**src/rtl/tictactoe_auto_player.sv**
```systemverilog
// tictactoe_auto_player: fixed-priority automated opponent driving row/column/enter of the game engine.
// Optional TICTACTOE_AUTO_PLAYER_RANDOM_EN: LFSR-rotated start offset for corner/edge scans.
module tictactoe_auto_player #(
  parameter logic [1:0] PLAYER_SIDE = 2'b10,
  parameter int SETUP_CYCLES = 1,
  parameter int ACK_TIMEOUT = 15
) (
  input  logic       clk,
  input  logic       rst,
  input  logic       en,
  input  logic [1:0] pos1,
  input  logic [1:0] pos2,
  input  logic [1:0] pos3,
  input  logic [1:0] pos4,
  input  logic [1:0] pos5,
  input  logic [1:0] pos6,
  input  logic [1:0] pos7,
  input  logic [1:0] pos8,
  input  logic [1:0] pos9,
  input  logic [1:0] winner,
  output logic [1:0] row,
  output logic [1:0] column,
  output logic       enter,
  output logic       busy,
  output logic       err,
  output logic [2:0] moves
);
  typedef enum logic [2:0] {WAIT_TURN, EVAL, SETUP, PULSE, WAIT_ACK, DONE} state_t;
  localparam logic [1:0] OPP = PLAYER_SIDE ^ 2'b11;
  localparam logic [7:0] SETUP_LAST = 8'(SETUP_CYCLES - 1);
  localparam logic [7:0] ACK_LAST = 8'(ACK_TIMEOUT - 1);
  localparam logic [11:0] LINES [8] = '{12'h012, 12'h345, 12'h678, 12'h036,
                                        12'h147, 12'h258, 12'h048, 12'h246};
  localparam logic [15:0] CORNERS = 16'h0268;
  localparam logic [15:0] EDGES = 16'h1357;

  state_t state_q, state_d;
  logic [7:0] cnt_q, cnt_d;
  logic [3:0] cell_q, cell_d;
  logic [1:0] row_q, row_d, col_q, col_d;
  logic enter_q, enter_d, busy_q, busy_d, err_q, err_d;
  logic [2:0] moves_q, moves_d;
  logic [17:0] brd;
  logic [3:0] nx, no, pick;
  logic [4:0] win, blk, cor, edg;
  logic [1:0] pick_row, pick_col, off;
  logic any_empty, our_turn, acked;

  assign brd = {pos9, pos8, pos7, pos6, pos5, pos4, pos3, pos2, pos1};

  function automatic logic [1:0] get_cell(input logic [17:0] b, input logic [3:0] i);
    return b[{i, 1'b0} +: 2];
  endfunction

  // Lines scanned last-to-first so the earliest line in the order wins.
  function automatic logic [4:0] scan_lines(input logic [17:0] b, input logic [1:0] side);
    logic [4:0] r;
    logic [3:0] e, idx;
    int n_s, n_e;
    r = '0;
    for (int l = 7; l >= 0; l--) begin
      n_s = 0;
      n_e = 0;
      e = '0;
      for (int k = 0; k < 3; k++) begin
        idx = LINES[l][4*k +: 4];
        if (get_cell(b, idx) == side) n_s++;
        else if (get_cell(b, idx) == 2'b00) begin
          n_e++;
          e = idx;
        end
      end
      if (n_s == 2 && n_e == 1) r = {1'b1, e};
    end
    return r;
  endfunction

  function automatic logic [4:0] scan_list(input logic [17:0] b, input logic [15:0] list,
                                           input logic [1:0] o);
    logic [4:0] r;
    logic [3:0] idx;
    logic [1:0] p;
    r = '0;
    for (int j = 3; j >= 0; j--) begin
      p = 2'(j) + o;
      idx = list[{~p, 2'b00} +: 4];
      if (get_cell(b, idx) == 2'b00) r = {1'b1, idx};
    end
    return r;
  endfunction

`ifdef TICTACTOE_AUTO_PLAYER_RANDOM_EN
  logic [7:0] lfsr_q, lfsr_d;
  always_comb lfsr_d = {lfsr_q[6:0], lfsr_q[7] ^ lfsr_q[5] ^ lfsr_q[4] ^ lfsr_q[3]};
  always_ff @(posedge clk) lfsr_q <= rst ? 8'hA5 : lfsr_d;
  assign off = lfsr_q[1:0];
`else
  assign off = 2'd0;
`endif

  always_comb begin
    nx = '0;
    no = '0;
    any_empty = 1'b0;
    for (int i = 0; i < 9; i++) begin
      nx += 4'(brd[2*i +: 2] == 2'b01);
      no += 4'(brd[2*i +: 2] == 2'b10);
      any_empty |= brd[2*i +: 2] == 2'b00;
    end
    our_turn = (PLAYER_SIDE == 2'b01) ? (nx == no) : (nx == no + 4'd1);
    acked = get_cell(brd, cell_q) == PLAYER_SIDE;
    win = scan_lines(brd, PLAYER_SIDE);
    blk = scan_lines(brd, OPP);
    cor = scan_list(brd, CORNERS, off);
    edg = scan_list(brd, EDGES, off);
    pick = win[4] ? win[3:0] : blk[4] ? blk[3:0] : (get_cell(brd, 4'd4) == 2'b00) ? 4'd4 :
           cor[4] ? cor[3:0] : edg[3:0];
    pick_row = (pick >= 4'd6) ? 2'd2 : (pick >= 4'd3) ? 2'd1 : 2'd0;
    pick_col = 2'(pick - 4'(pick_row) * 4'd3);
  end

  always_comb begin
    state_d = state_q;
    cell_d = cell_q;
    row_d = row_q;
    col_d = col_q;
    err_d = err_q;
    moves_d = moves_q;
    if (winner != 2'b00) state_d = DONE;
    else if (state_q == WAIT_TURN && en && our_turn && any_empty) state_d = EVAL;
    else if (state_q == EVAL) begin
      state_d = SETUP;
      cell_d = pick;
      row_d = pick_row;
      col_d = pick_col;
    end
    else if (state_q == SETUP && cnt_q == SETUP_LAST) state_d = PULSE;
    else if (state_q == PULSE) state_d = WAIT_ACK;
    else if (state_q == WAIT_ACK && acked) begin
      state_d = WAIT_TURN;
      moves_d = (moves_q == 3'd5) ? 3'd5 : moves_q + 3'd1;
    end
    else if (state_q == WAIT_ACK && cnt_q == ACK_LAST) begin
      state_d = WAIT_TURN;
      err_d = 1'b1;
    end
    cnt_d = (state_d != state_q) ? 8'd0 : cnt_q + 8'd1;
    enter_d = state_d == PULSE;
    busy_d = state_d != WAIT_TURN && state_d != DONE;
  end

  always_ff @(posedge clk) begin
    if (rst) begin
      state_q <= WAIT_TURN;
      cnt_q <= '0;
      cell_q <= '0;
      row_q <= '0;
      col_q <= '0;
      enter_q <= 1'b0;
      busy_q <= 1'b0;
      err_q <= 1'b0;
      moves_q <= '0;
    end else begin
      state_q <= state_d;
      cnt_q <= cnt_d;
      cell_q <= cell_d;
      row_q <= row_d;
      col_q <= col_d;
      enter_q <= enter_d;
      busy_q <= busy_d;
      err_q <= err_d;
      moves_q <= moves_d;
    end
  end

  assign row = row_q;
  assign column = col_q;
  assign enter = enter_q;
  assign busy = busy_q;
  assign err = err_q;
  assign moves = moves_q;
endmodule
```
**config.mk**
```make
export PLATFORM = sky130hd
export DESIGN_NAME = tictactoe_auto_player
export DESIGN_NICKNAME = d
export VERILOG_FILES = /design/src/rtl/tictactoe_auto_player.sv
export SDC_FILE = /design/constraint.sdc
export NUM_CORES = 1
export LEC_CHECK = 0
export BUFFER_PORTS_ARGS = -buffer_cell sky130_fd_sc_hd__buf_2
export CORE_AREA = 2 2 113 88
export CTS_CLUSTER_DIAMETER = 60
export DETAILED_ROUTE_END_ITERATION = 16
export DIE_AREA = 0 0 115 90
export GPL_TIMING_DRIVEN = 0
export PLACE_DENSITY = 0.72
export SLEW_MARGIN = 15
export SYNTH_ARGS = -nofsm -noshare
export SYNTH_HDL_FRONTEND = slang
export SYNTH_SLANG_ARGS = --single-unit
```
**constraint.sdc**
```tcl
create_clock -name clk -period 6.3 [get_ports clk]
set_clock_uncertainty 0.2 [all_clocks]
set_input_delay 1.26 -clock clk [delete_from_list [all_inputs] [get_ports clk]]
set_output_delay 1.26 -clock clk [all_outputs]
set_load 0.03 [all_outputs]
```
# Yosys cells after proc, flatten, opt, wreduce, memory -nomap -nowiden

Cells that the tools add are included.
W data, S select, Z words.

Register bits after elaboration: 25
Output and inout port bits: 10

$add $sub $neg: 72
Multiply operators: 1
Order comparisons: 2
Eq/ne operators: 61
Shift operators: 1
Multiplexer cells: 238
Bitwise gates (word level): 14
Reductions and logical operators: 40

Operators by type and width:

| kind                    | count |
|---|---|
| $mux W32                | 98 |
| $add A32 B2 Y32 const B | 52 |
| $eq A32 B2 Y1 const B   | 16 |
| $eq A32 B3 Y1 const B   | 16 |
| $mux W4                 | 72 |
| $mux W5                 | 20 |
| $mux W3                 | 20 |
| $add A4 B1 Y4           | 10 |
| $mux W1                 | 24 |
| $logic_and A1 B1 Y1     | 23 |
| $eq A2 B2 Y1 const B    | 10 |
| $eq A2 B1 Y1 const B    | 9 |
| $logic_not A2 Y1        | 9 |
| $shiftx A18 B6 Y2       | 1 |
| $eq A3 B2 Y1 const B    | 3 |
| $add A3 B1 Y4           | 2 |
| $add A8 B1 Y8 const B   | 1 |
| $eq A8 B4 Y1 const B    | 1 |
| $logic_not A8 Y1        | 1 |
| $mux W2                 | 4 |
| $or A1 B1 Y1            | 8 |
| $reduce_and A7 Y1       | 1 |
| $add A2 B1 Y3           | 2 |
| $eq A3 B3 Y1 const B    | 2 |
| 18 further kinds        | 24 |

# Depth between registers and ports, before layout

Gate-level depths: netlist of run 1.

Depth in word-level cells: 26
Gate-level depth with buffers: 21
Mapped depth without buffers: 19

# Least setup slack after synthesis of run 1

OpenSTA, ideal clock, no wires.

Path type: input port to flip-flop
Start point: in pos7[1]
End point: reg cnt_q[2]
Setup time: 0.136 ns
Arrival: 5.610 ns
Path slack: 0.354 ns
Stages on the path: 19
Buffers on the path: 1
Path through: clkbuf_1 -> nor2b_1 -> fa_1 -> fa_1 -> inv_1 -> fa_1 -> inv_1 -> ha_1 -> inv_1 -> fa_1 -> xnor2_1 -> xnor2_1 -> nor3_1 -> a311o_1 -> a41oi_1 -> a21oi_1 -> mux2_2 -> o211ai_1 -> nor2_1

Cells in the longest elaborated chain, start to end: 12
Elaborated cells on any way between the ends: 27

Ends and longest elaborated chain:

| item                              | RTL line | text |
|---|---|---|
| start, declared                   | 17       | `input logic [1:0] pos7,` |
| $eq A2 B2 Y1                      | 107      | `no += 4'(brd[2*i +: 2] == 2'b10);` |
| $add A4 B1 Y4 (3 in series)       | 107      |  |
| $add A4 B1 Y4                     | 110      | `our_turn = (PLAYER_SIDE == 2'b01) ? (nx == no) : (nx == no + 4'd1);` |
| $eq A4 B4 Y1                      | 110      |  |
| $logic_and A1 B1 Y1 (2 in series) | 130      | `else if (state_q == WAIT_TURN && en && our_turn && any_empty) state_d = EVAL;` |
| $mux W3 *                         | 130      |  |
| $mux W3 *                         | 129      | `if (winner != 2'b00) state_d = DONE;` |
| $ne A3 B3 Y1 *                    | 147      | `cnt_d = (state_d != state_q) ? 8'd0 : cnt_q + 8'd1;` |
| $reduce_or A2 Y1 (no line) *      | -        |  |
| end signal, assigned              | 165      | `cnt_q <= cnt_d;` |
| end, declared                     | 38       | `logic [7:0] cnt_q, cnt_d;` |

Mark *: on every way between the ends. The rest lies on a longest branch, timed or not.
A chain may end at the register's enable or synchronous reset.

# Worst setup path in the final report of run 1

Start point: in pos5[1]
End point: reg moves_q[2], in the netlist moves[2]

Cells in the longest elaborated chain, start to end: 12
Elaborated cells on any way between the ends: 27

Ends and longest elaborated chain:

| item                              | RTL line | text |
|---|---|---|
| start, declared                   | 15       | `input logic [1:0] pos5,` |
| $eq A2 B2 Y1                      | 107      |  |
| $add A4 B1 Y4 (5 in series)       | 107      |  |
| $add A4 B1 Y4                     | 110      |  |
| $eq A4 B4 Y1                      | 110      |  |
| $logic_and A1 B1 Y1 (2 in series) | 130      |  |
| $not A1 Y1 (no line)              | -        |  |
| $reduce_and A6 Y1 (no line) *     | -        |  |
| end signal, assigned              | 172      | `moves_q <= moves_d;` |
| end, declared                     | 42       | `logic [2:0] moves_q, moves_d;` |

Marked as above.

==> out/summary.log, run 1 <==
[global_route] GRT Util Overall 30.2%
[synth] Most used DFF post-synth sky130_fd_sc_hd__dfxtp_1
[place] Final HPWL DP 12.3 mm
[setup_path] cell family contributing the most delay on the critical path adder cells
[hold_path] Worst Hold Class reg -> reg
[timing] count of endpoints failing setup in the final report 0
[cts] # H-tree levels 1
[global_route] antenna violations before repair 0
[synth] Synth area leaders sky130_fd_sc_hd__ha_1 21%, sky130_fd_sc_hd__dfxtp_1 10%, sky130_fd_sc_hd__nor2_1 4.6%
[setup_path] cells traversed along the worst timing path buf_2, buf_6, nand2b_2, buf_4, fa_1, fa_1, fa_1, fa_1, fa_1, xnor2_1, xnor2_1, nor3_1, a311o_1, a41oi_2, and4b_1, nand3_1, xnor2_1, nor2_1
[setup_path] number of buffers and inverters on the critical path 3
[synth] total of warnings raised by yosys 0
[timing] number of hold-slack violations in the final timing report 0
[final_layout] total inserted antenna cells 0
[place] IO Port Bufs 30
[cts] cts bufs inserted 3
[synth] post-synth cell types 78
[timing] worst-case headroom to the max-slew limit 41.0%
[cts] TritonCTS clock tree built
[status] outcome finished clean
[power] maximum VDD drop 0.000109 V
[drt] violation count after the first detailed-routing iteration 616
[synth] average instance area after synthesis 7.73 sq um
[global_route] overall overflow remaining after global route 0
[floorplan] x dimension of the die 115 um
[final_layout] # nets final 795
[synth] count of flip-flops with a built-in enable after synthesis 0
[floorplan] die area 10400 sq um
[timing] minimum clock period 6.05 ns
[setup_path] data required time at the worst endpoint 6.24 ns
[cts] hold buffer count at cts 0
[drt] average detailed-routed wire length per instance 19.7 um
[place] placed instance count 787
[synth] post-synthesis cell count 642
[floorplan] number of top-level design ports 33
[cts] source-to-sink clock delay at the later pin of the worst-skew pair 0.27 ns
[drt] Detailed Route WL 15.6 mm
[setup_path] cell type of the slowest stage on the worst timing path sky130_fd_sc_hd__fa_1
[timing] min setup slack post-route 0.246 ns
[final_layout] non-filler cells, final 792
[setup_path] CP max stage delay 0.51 ns
[timing] Slew Viols, Final 0
[synth] Seq/Total Area, Yosys 10.1%
[final_layout] ratio of cells with drive above 1 in the final layout 12.7%
[place] setup slack at placement -0.452 ns
[drt] Via Count 5101
[setup_path] maximum fanout along the worst path 14
[setup_path] most frequent CP cell sky130_fd_sc_hd__fa_1
[setup_path] startpoint of the lowest-slack register-to-register path cell_q[1]
[floorplan] core footprint 9310 sq um
[drt] DRC 0
[power] static power due to leakage 2.48 nW
[place] weighted congestion at the end of routability-driven global placement 0.999
[global_route] wire length of the first global-routing pass 25.0 mm
[hold_path] startpoint of the lowest-slack hold path err
[synth] FFs w/ async S/R, synth 0%
[final_layout] count of filler cells inserted in the layout 880
[cts] clock root buffer master sky130_fd_sc_hd__clkbuf_16
[timing] post-route fraction of the period consumed by the critical path 96.1%
[synth] Net Count, Synth 759
[synth] cell taking the most area after synthesis sky130_fd_sc_hd__ha_1
[setup_path] flop-to-flop setup slack 3.26 ns
[synth] Synth top area share 21.2%
[synth] post-synth design cell area 4960 sq um
[setup_path] worst setup path start pos5[1]
[final_layout] area growth from synthesis to layout 8.60%
[setup_path] data arrival time of the critical path 6.00 ns
[global_route] largest net degree at the start of global routing 16
[setup_path] Worst setup SP type input port
[timing] worst slew pin tran 0.873 ns
[floorplan] initial standard-cell utilization of the core 53.3%
[job] Max-cap violations 0
[drt] Via-to-Cell Ratio 6.44
[cts] number of sinks handled by clock tree synthesis 25
[setup_path] Setup crit end kind flop
[global_route] via count of the first global-routing pass 4798
[power] total power density per cell area 127 nW/um^2
[drt] number of detailed-routing iterations run before antenna repair 6
[drt] remaining number of nets flagged by the antenna check after routing 0
[setup_path] Crit Path Category in -> reg
[timing] maximum operating frequency 165 MHz
[floorplan] placement row count 31
[cts] buffers from clock root to sink, at most 2
[timing] unrepaired setup endpoints after global routing no
[synth] number of flip-flops and latches in the synthesized netlist 25
[cts] clock slew seen by the registers of the worst setup and hold paths 0.07 ns
[floorplan] vertical die dimension 90 um
## flip-flops by register name (all words and copies together), names as in the netlist
register	cells
busy	1
cell_q	4
cnt_q	8
column	2
enter	1
err	1
moves	3
row	2
state_q	3
## where the power goes
part | internal, mW | switching (mW)
sequential | 0.163 | 0.00478
combinational | 0.145 | 0.224
clock | 0.0864 | 0.0617
## routing by layer
layer,track usage (%),vias up,wire length [um]
li1,-,2412,-
met2,45.5,233,6670
met1,43.7,2426,7320
met5,0,-,0
met4,6.22,0,235
met3,7.15,30,1390
## tightest hold or removal path, cell delays in order (launching register included)
cell and delay [ns]:
sky130_fd_sc_hd__dfxtp_1 0.33, sky130_fd_sc_hd__a31oi_1 0.04, sky130_fd_sc_hd__nor2_1 0.08
## cell type report
type | count | area, sq um | share of cell area, %
Multi-Input combinational cell | 539 | 4180 | 77.6
Buffer | 19 | 98.8 | 1.84
Inverter | 59 | 225 | 4.18
Timing Repair Buffer | 31 | 158 | 2.93
Sequential cell | 25 | 500 | 9.29
Clock buffer | 3 | 75.1 | 1.39
Clock inverter | 1 | 7.51 | 0.139
Tap cell | 115 | 144 | 2.67
## layout by cell type, fill, tap and decap left out, drive strengths merged, types with 13 or more instances in the layout
cell type	instances
ha	84
nor2	61
inv	56
buf	40
nand2	37
a21oi	34
dfxtp	25
nor3	22
mux2i	22
o21ai	22
nand2b	19
and2	18
nor4b	14
nor2b	14
clkbuf	13
## synthesized netlist by cell type (6+ instances only)
cell type and count:
sky130_fd_sc_hd__a21o_1 6, sky130_fd_sc_hd__a21oi_1 33, sky130_fd_sc_hd__a31oi_1 11, sky130_fd_sc_hd__and2_1 16, sky130_fd_sc_hd__clkbuf_1 10, sky130_fd_sc_hd__dfxtp_1 25, sky130_fd_sc_hd__fa_1 10, sky130_fd_sc_hd__ha_1 84
sky130_fd_sc_hd__inv_1 54, sky130_fd_sc_hd__mux2i_1 22, sky130_fd_sc_hd__nand2_1 37, sky130_fd_sc_hd__nand2b_1 17, sky130_fd_sc_hd__nand3_1 11, sky130_fd_sc_hd__nor2_1 61, sky130_fd_sc_hd__nor2b_1 14, sky130_fd_sc_hd__nor3_1 22
sky130_fd_sc_hd__nor3b_1 6, sky130_fd_sc_hd__nor4_1 11, sky130_fd_sc_hd__nor4b_1 13, sky130_fd_sc_hd__o21ai_0 21, sky130_fd_sc_hd__o31ai_1 6, sky130_fd_sc_hd__or2_2 7, sky130_fd_sc_hd__or3_1 8, sky130_fd_sc_hd__xnor2_1 6
sky130_fd_sc_hd__xor2_1 8
## per-stage QoR
| stage | hold slack (ns) | area [sq um] | TNS [ns] | power, mW | utilization, % |
|---|---|---|---|---|---|
| after global routing | 0.333 | 5390 | 0 | 0.734 | 57.9 |
| after CTS | 0.285 | 5340 | 0 | 0.676 | 57.4 |
| after detailed placement | 0.269 | 5250 | -5.55 | 0.525 | 56.4 |
| after global placement | 0.257 | 5250 | -4.69 | 0.514 | 56.4 |
| after floorplan | 0.241 | 4960 | 0 | 0.431 | - |
| final | 0.279 | 5390 | 0 | 0.684 | 57.9 |
## kinds of logic after synthesis
group	synth area share [%]
multiplexers	6.86
XOR/XNOR	2.47
AND/OR/NAND/NOR	29.2
adder cells (fa/ha/maj)	25.2
buffers and inverters	6.41
AO/OA/AOI/OAI	19.8
flip-flops	10.1
## what timing repair did
action,in CTS,in global routing
buffers inserted,0,1
setup endpoints to repair,15,22
gates resized for setup,2,11
## final timing paths
kind	end	depth (start not counted)
min reg2reg	err	2
max reg2reg	cnt_q[7]	10
max	moves[2]	18
min	err	2
(Power assumes the default switching activity.)
==> inputs of run 2 (changes only) <==
==> constraint.sdc (replaced) <==
create_clock -name clk -period 6.65 [get_ports clk]
set_clock_uncertainty 0.2 [all_clocks]
set_input_delay 1.33 -clock clk [delete_from_list [all_inputs] [get_ports clk]]
set_output_delay 1.33 -clock clk [all_outputs]
set_load 0.03 [all_outputs]
==> run 2 against run 1 <==
Net effect:
- setup slack gained 0.17 ns
- clock power shrank 5%
- critical path type unchanged
- routed wire length shrank 0.39%
- utilization shrank 0.23 points
- largest power group unchanged
==> out/summary.log, run 2 (synthesis gave the netlist of run 1 again) <==
[setup_path] Worst setup SP type input port
[final_layout] # nets final 794 [-0.13%]
[final_layout] number of flip-flops under the largest register name 8 [unchanged]
[drt] Via Count 5083 [-0.35%]
[final_layout] Largest Register cnt_q
[floorplan] die area 10400 sq um [unchanged]
[place] IO Port Bufs 30 [unchanged]
[timing] worst slew pin tran 0.833 ns [-0.0402 ns]
[floorplan] placement row count 31 [unchanged]
[final_layout] ratio of cells with drive above 1 in the final layout 12.0% [-0.72 points]
[floorplan] initial standard-cell utilization of the core 53.3% [unchanged]
[place] weighted congestion at the end of routability-driven global placement 0.999 [unchanged]
[final_layout] multi-input gate area in the final layout 4170 sq um [-0.18%]
[final_layout] utilization of the core after routing 57.6% [-0.23 points]
[power] static power due to leakage 2.48 nW [-0.16%]
[setup_path] flop-to-flop setup slack 3.52 ns [+0.26 ns]
[global_route] via count of the first global-routing pass 4802 [+0.083%]
[cts] cts bufs inserted 3 [unchanged]
[global_route] overall overflow remaining after global route 0 [unchanged]
[cts] hold buffer count at cts 0 [unchanged]
[drt] violation count after the first detailed-routing iteration 574 [-6.8%]
[place] Final HPWL DP 12.3 mm [unchanged]
[floorplan] x dimension of the die 115 um [unchanged]
[final_layout] count of filler cells inserted in the layout 887 [+0.80%]
[drt] Detailed Route WL 15.6 mm [-0.39%]
[timing] post-route fraction of the period consumed by the critical path 93.7%
[hold_path] Worst Hold Class reg -> reg
[final_layout] area used by sequential logic in the layout 500 sq um [unchanged]
[power] Final Power 0.647 mW [-5.4%]
[timing] Slew Viols, Final 0 [unchanged]
[global_route] largest net degree at the start of global routing 16 [unchanged]
[floorplan] number of top-level design ports 33 [unchanged]
[cts] number of sinks handled by clock tree synthesis 25 [unchanged]
[job] Max-cap violations 0 [unchanged]
[place] setup slack at placement -0.172 ns [+0.280 ns]
[drt] remaining number of nets flagged by the antenna check after routing 0 [unchanged]
[drt] DRC 0 [unchanged]
[final_layout] total inserted antenna cells 0 [unchanged]
[final_layout] registers with the highest flip-flop counts cnt_q x8, cell_q x4
[setup_path] Crit Path Category in -> reg
[timing] number of hold-slack violations in the final timing report 0 [unchanged]
[status] outcome finished clean
[cts] source-to-sink clock delay at the later pin of the worst-skew pair 0.27 ns [about the same]
[setup_path] maximum fanout along the worst path 13 [-1]
[cts] clock slew seen by the registers of the worst setup and hold paths 0.07 ns [about the same]
[setup_path] cell type of the slowest stage on the worst timing path sky130_fd_sc_hd__o31ai_2
[timing] count of endpoints failing setup in the final report 0 [unchanged]
[drt] number of detailed-routing iterations run before antenna repair 6 [unchanged]
[global_route] antenna violations before repair 0 [unchanged]
[drt] average detailed-routed wire length per instance 19.7 um [-0.26%]
[cts] clock root buffer master sky130_fd_sc_hd__clkbuf_16
[setup_path] data arrival time of the critical path 6.19 ns [+0.19 ns]
[timing] worst-case headroom to the max-slew limit 43.7% [+2.7 points]
[cts] TritonCTS clock tree built
[global_route] wire length of the first global-routing pass 25.0 mm [about the same]
[setup_path] data required time at the worst endpoint 6.61 ns [+0.37 ns]
[cts] buffers from clock root to sink, at most 2 [unchanged]
[cts] Post-CTS Setup Inserts 0 [unchanged]
[setup_path] CP max stage delay 0.44 ns [-0.07 ns]
[floorplan] core footprint 9310 sq um [unchanged]
[final_layout] most frequent cells in the layout 84 x sky130_fd_sc_hd__ha_1, 60 x sky130_fd_sc_hd__nor2_1, 54 x sky130_fd_sc_hd__inv_1
[timing] minimum clock period 6.23 ns
[cts] PostCTS Resize Cnt 0 [-2]
[drt] Via-to-Cell Ratio 6.43 [-0.23%]
[timing] unrepaired setup endpoints after global routing no
[floorplan] vertical die dimension 90 um [unchanged]
[global_route] GRT Util Overall 30.2% [about the same]
[setup_path] Setup crit end kind flop
[final_layout] leading cell type in the layout, fill and taps excluded sky130_fd_sc_hd__ha_1
[power] maximum VDD drop 0.000103 V [-5.8%]
[power] total power density per cell area 121 nW/um^2 [-5.1%]
[cts] # H-tree levels 1 [unchanged]
[final_layout] area growth from synthesis to layout 8.17%
[setup_path] cells traversed along the worst timing path buf_2, buf_2, nor2_2, inv_1, ha_1, a21oi_1, inv_1, ha_1, nor3_1, mux2i_1, nor2_1, nor2_1, a221o_1, o211a_1, o31ai_2, a22o_1, ha_1, inv_1, and3_1, o31a_1
[timing] min setup slack post-route 0.420 ns [+0.174 ns]
[timing] maximum operating frequency 161 MHz
-- run 2: cell types whose count changed in the layout (fill, tap and decap cells not counted), sizes merged --
cell      delta
inv          +1
clkinvlp     -1
buf          -1
-- run 2: cell type report --
cell class	count	area share (%)
Sequential cell	25	9.33
Buffer	19	1.80
Timing Repair Buffer	30	2.80
Multi-Input combinational cell	539	77.7
Tap cell	115	2.68
Inverter	59	4.13
Clock inverter	1	0.140
Clock buffer	3	1.40
-- run 2: final timing paths --
kind,startpoint,to,depth (start not counted)
hold reg to reg,err,err,2
setup reg to reg,cell_q[1],cnt_q[3],9
hold / removal,err,err,2
setup / recovery,pos5[0],column[1],20
-- run 2: critical path, delay by kind of cell --
| kind | cells | cell delay (ns) |
|---|---|---|
| buffers and inverters | 5 | 0.79 |
| multiplexers | 1 | 0.16 |
| AO/OA/AOI/OAI | 6 | 1.77 |
| AND/OR/NAND/NOR | 5 | 1.25 |
| adder cells (fa/ha/maj) | 3 | 0.87 |
-- run 2: power breakdown --
part / leakage [nW] / total (mW) / internal (mW) / switching (mW)
clock: 0.0371 / 0.140 / 0.0819 / 0.0583
sequential: 0.203 / 0.159 / 0.154 / 0.00447
combinational: 2.24 / 0.348 / 0.136 / 0.212
-- run 2: metal layers --
metal  vias to the layer above  global-route usage [%]  share of wire, %
li1                       2414                       -                 -
met1                      2432                    43.8                47
met2                       217                    45.5                43
met3                        20                    7.15               8.4
met4                         0                    6.22               1.4
met5                         -                       0                 0
-- run 2: stage by stage --
| step | TNS (ns) | cells | cell area (sq um) | hold WS (ns) |
|---|---|---|---|---|
| 2_1_floorplan | 0 | 642 | 4960 | 0.241 |
| 3_3_place_gp | -0.317 | 787 | 5250 | 0.257 |
| 3_5_place_dp | -0.682 | 787 | 5250 | 0.269 |
| 4_1_cts | 0 | 791 | 5340 | 0.285 |
| 5_1_grt | 0 | 791 | 5370 | 0.333 |
| 6_report | 0 | 791 | 5370 | 0.285 |
==> inputs of run 3 (changes only) <==
--- a/config.mk
+++ b/config.mk
@@ -6,12 +6,13 @@
 export NUM_CORES = 1
 export LEC_CHECK = 0
 export BUFFER_PORTS_ARGS = -buffer_cell sky130_fd_sc_hd__buf_2
-export CORE_AREA = 2 2 113 88
+export CORE_AREA = 2 2 119 92
 export CTS_CLUSTER_DIAMETER = 60
 export DETAILED_ROUTE_END_ITERATION = 16
-export DIE_AREA = 0 0 115 90
+export DIE_AREA = 0 0 121 94
+export GPL_ROUTABILITY_DRIVEN = 0
 export GPL_TIMING_DRIVEN = 0
-export PLACE_DENSITY = 0.72
+export PLACE_DENSITY = 0.66
 export SLEW_MARGIN = 15
 export SYNTH_ARGS = -nofsm -noshare
 export SYNTH_HDL_FRONTEND = slang
==> run 3 against run 2 <==
Net effect:
- setup slack got worse by 0.14 ns
- maximum frequency fell by 2.2%
- utilization fell by 4.6 points
- sequential cell count did not move
- critical endpoint is now cnt_q[2]
- largest cell class unchanged
- highest routed layer unchanged
==> out/summary.log, run 3 (synthesis gave the netlist of run 1 again) <==
[final_layout] final instance area 5370 sq um [+0.14%]
[cts] clock root buffer master sky130_fd_sc_hd__clkbuf_16
[setup_path] data required time at the worst endpoint 6.57 ns [-0.04 ns]
[final_layout] area growth from synthesis to layout 8.32%
[floorplan] core footprint 10100 sq um [+8.8%]
[drt] average detailed-routed wire length per instance 18.6 um [-5.6%]
[power] Final Power 0.637 mW [-1.5%]
[timing] Slew Viols, Final 0 [unchanged]
[timing] worst-case headroom to the max-slew limit 41.0% [-2.8 points]
[setup_path] data arrival time of the critical path 6.29 ns [+0.10 ns]
[final_layout] leading cell type in the layout, fill and taps excluded sky130_fd_sc_hd__ha_1
[setup_path] maximum fanout along the worst path 10 [-3]
[global_route] wire length of the first global-routing pass 23.9 mm [-4.1%]
[global_route] largest net degree at the start of global routing 16 [unchanged]
[cts] cts bufs inserted 3 [unchanged]
[global_route] via count of the first global-routing pass 4727 [-1.6%]
[setup_path] Worst setup SP type input port
[setup_path] worst setup path start pos7[1]
[place] placed instance count 808 [+2.7%]
[final_layout] # nets final 794 [unchanged]
[final_layout] multi-input gate area in the final layout 4150 sq um [-0.45%]
[timing] worst slew pin tran 0.878 ns [+0.0450 ns]
[hold_path] cell count of the worst hold path 2 [unchanged]
[drt] Via-to-Cell Ratio 6.28 [-2.3%]
[power] total power density per cell area 119 nW/um^2 [-1.7%]
[power] static power due to leakage 2.48 nW [-0.19%]
[global_route] antenna violations before repair 0 [unchanged]
[power] maximum VDD drop 0.000101 V [-2.4%]
[timing] minimum clock period 6.37 ns [+0.143 ns]
[drt] Detailed Route WL 15.1 mm [-3.1%]
[final_layout] area used by sequential logic in the layout 500 sq um [unchanged]
[place] IO Port Bufs 30 [unchanged]
[setup_path] end of the worst register-to-register path cnt_q[2]
[cts] source-to-sink clock delay at the later pin of the worst-skew pair 0.26 ns [about the same]
[global_route] overall overflow remaining after global route 0 [unchanged]
[cts] buffers from clock root to sink, at most 2 [unchanged]
[setup_path] Register-to-Register Path Depth 9 [unchanged]
[timing] count of endpoints failing setup in the final report 0 [unchanged]
[drt] Via Count 5100 [+0.33%]
[hold_path] Worst Hold Class reg -> reg
[final_layout] total inserted antenna cells 0 [unchanged]
[floorplan] placement row count 32 [+3.2%]
[floorplan] vertical die dimension 94 um [+4.4%]
[timing] number of hold-slack violations in the final timing report 0 [unchanged]
[cts] # H-tree levels 1 [unchanged]
[setup_path] flop-to-flop setup slack 3.54 ns [+0.02 ns]
[place] Final HPWL DP 12.2 mm [-1.2%]
[floorplan] initial standard-cell utilization of the core 49.0% [-4.3 points]
[timing] maximum operating frequency 157 MHz [-2.2%]
[drt] violation count after the first detailed-routing iteration 503 [-12%]
[final_layout] registers with the highest flip-flop counts cnt_q x8, cell_q x4
[final_layout] most frequent cells in the layout 84 x sky130_fd_sc_hd__ha_1, 60 x sky130_fd_sc_hd__nor2_1, 54 x sky130_fd_sc_hd__inv_1
[place] Area after DPL 5280 sq um [+0.50%]
[drt] number of detailed-routing iterations run before antenna repair 5 [-1]
[timing] unrepaired setup endpoints after global routing no
[floorplan] x dimension of the die 121 um [+5.2%]
[final_layout] count of filler cells inserted in the layout 985 [+11%]
[final_layout] Largest Register cnt_q
[drt] DRC 0 [unchanged]
[final_layout] number of flip-flops under the largest register name 8 [unchanged]
[setup_path] crit path to cnt_q[2]
[cts] Post-CTS Setup Inserts 0 [unchanged]
[floorplan] die area 11400 sq um [+9.9%]
[final_layout] ratio of cells with drive above 1 in the final layout 11.5% [-0.44 points]
[timing] post-route fraction of the period consumed by the critical path 95.8% [+2.1 points]
[setup_path] Setup crit end kind flop
[setup_path] Crit Path Category in -> reg
[cts] TritonCTS clock tree built
[setup_path] startpoint of the lowest-slack register-to-register path cell_q[1]
[drt] remaining number of nets flagged by the antenna check after routing 0 [unchanged]
[status] outcome finished clean
[floorplan] number of top-level design ports 33 [unchanged]
[job] Max-cap violations 0 [unchanged]
[final_layout] non-filler cells, final 812 [+2.7%]
[global_route] GRT Util Overall 26.6% [-3.6 points]
[cts] number of sinks handled by clock tree synthesis 25 [unchanged]
[cts] clock slew seen by the registers of the worst setup and hold paths 0.06 ns [about the same]
[run 3: cell counts in the layout (fill, tap and decap cells not counted)]
No cell type changed its count.
[run 3: worst min path at each step]
stage | from | to | slack, ns
2_1_floorplan | cnt_q[0] | cnt_q[0] | 0.24
3_3_place_gp | err | err | 0.26
3_5_place_dp | err | err | 0.27
4_1_cts | err | err | 0.28
5_1_grt | cnt_q[0] | cnt_q[0] | 0.33
6_report | err | err | 0.28
[run 3: repair_timing]
item                                    in CTS  in global routing
endpoints found under the setup margin       1                 11
endpoints found under the hold margin        0                  0
pin swaps                                    0                  0
cloned                                       0                  0
gates resized for setup                      1                  2
hold buffers                                 0                  0
[run 3: report_power, final]
part	total, mW	leakage [nW]	switching [mW]	internal [mW]
clock	0.136	0.0371	0.0545	0.0817
sequential	0.158	0.203	0.00422	0.154
combinational	0.343	2.24	0.208	0.135
total	0.637	2.48	0.267	0.371
[run 3: routing by layer]
layer / up-vias / wire, um / GRT usage (%) / share of wire (%)
met1: 2374 / 6980 / 38.0 / 46
li1: 2418 / - / - / -
met3: 45 / 1520 / 6.07 / 10
met5: - / 0 / 0 / 0
met4: 0 / 519 / 7.66 / 3.4
met2: 263 / 6060 / 39.6 / 40
[run 3: area by class of cell]
| cell class | count | share of cell area [%] |
|---|---|---|
| buffer | 19 | 1.79 |
| clock buffer | 3 | 1.40 |
| clock inverter | 1 | 0.140 |
| inverter | 59 | 4.12 |
| multi-input combinational | 539 | 77.3 |
| sequential | 25 | 9.32 |
| tap | 136 | 3.17 |
| timing repair buffer | 30 | 2.79 |
[run 3: critical path, cell delays in order]
cell	delay, ns
sky130_fd_sc_hd__clkbuf_1	0.43
sky130_fd_sc_hd__nor2b_4	0.41
sky130_fd_sc_hd__fa_1	0.49
sky130_fd_sc_hd__fa_1	0.50
sky130_fd_sc_hd__inv_1	0.05
sky130_fd_sc_hd__fa_1	0.42
sky130_fd_sc_hd__inv_1	0.08
sky130_fd_sc_hd__ha_1	0.17
sky130_fd_sc_hd__inv_1	0.06
sky130_fd_sc_hd__fa_1	0.37
sky130_fd_sc_hd__xnor2_1	0.20
sky130_fd_sc_hd__xnor2_1	0.14
sky130_fd_sc_hd__nor3_1	0.07
sky130_fd_sc_hd__a311o_1	0.41
sky130_fd_sc_hd__a41oi_1	0.36
sky130_fd_sc_hd__a21oi_1	0.12
sky130_fd_sc_hd__mux2_2	0.27
sky130_fd_sc_hd__o211ai_1	0.30
sky130_fd_sc_hd__nor2_1	0.12
[run 3: per-stage QoR]
step | TNS, ns | setup slack [ns] | util, % | hold slack [ns]
global route | 0 | 0.0327 | 53.0 | 0.330
detailed placement | -2.91 | -0.247 | 52.1 | 0.269
global placement | -2.39 | -0.194 | 52.1 | 0.259
finish | 0 | 0.277 | 53.0 | 0.278
CTS | 0 | 0.196 | 53.0 | 0.284
floorplan | 0 | 0.634 | - | 0.241
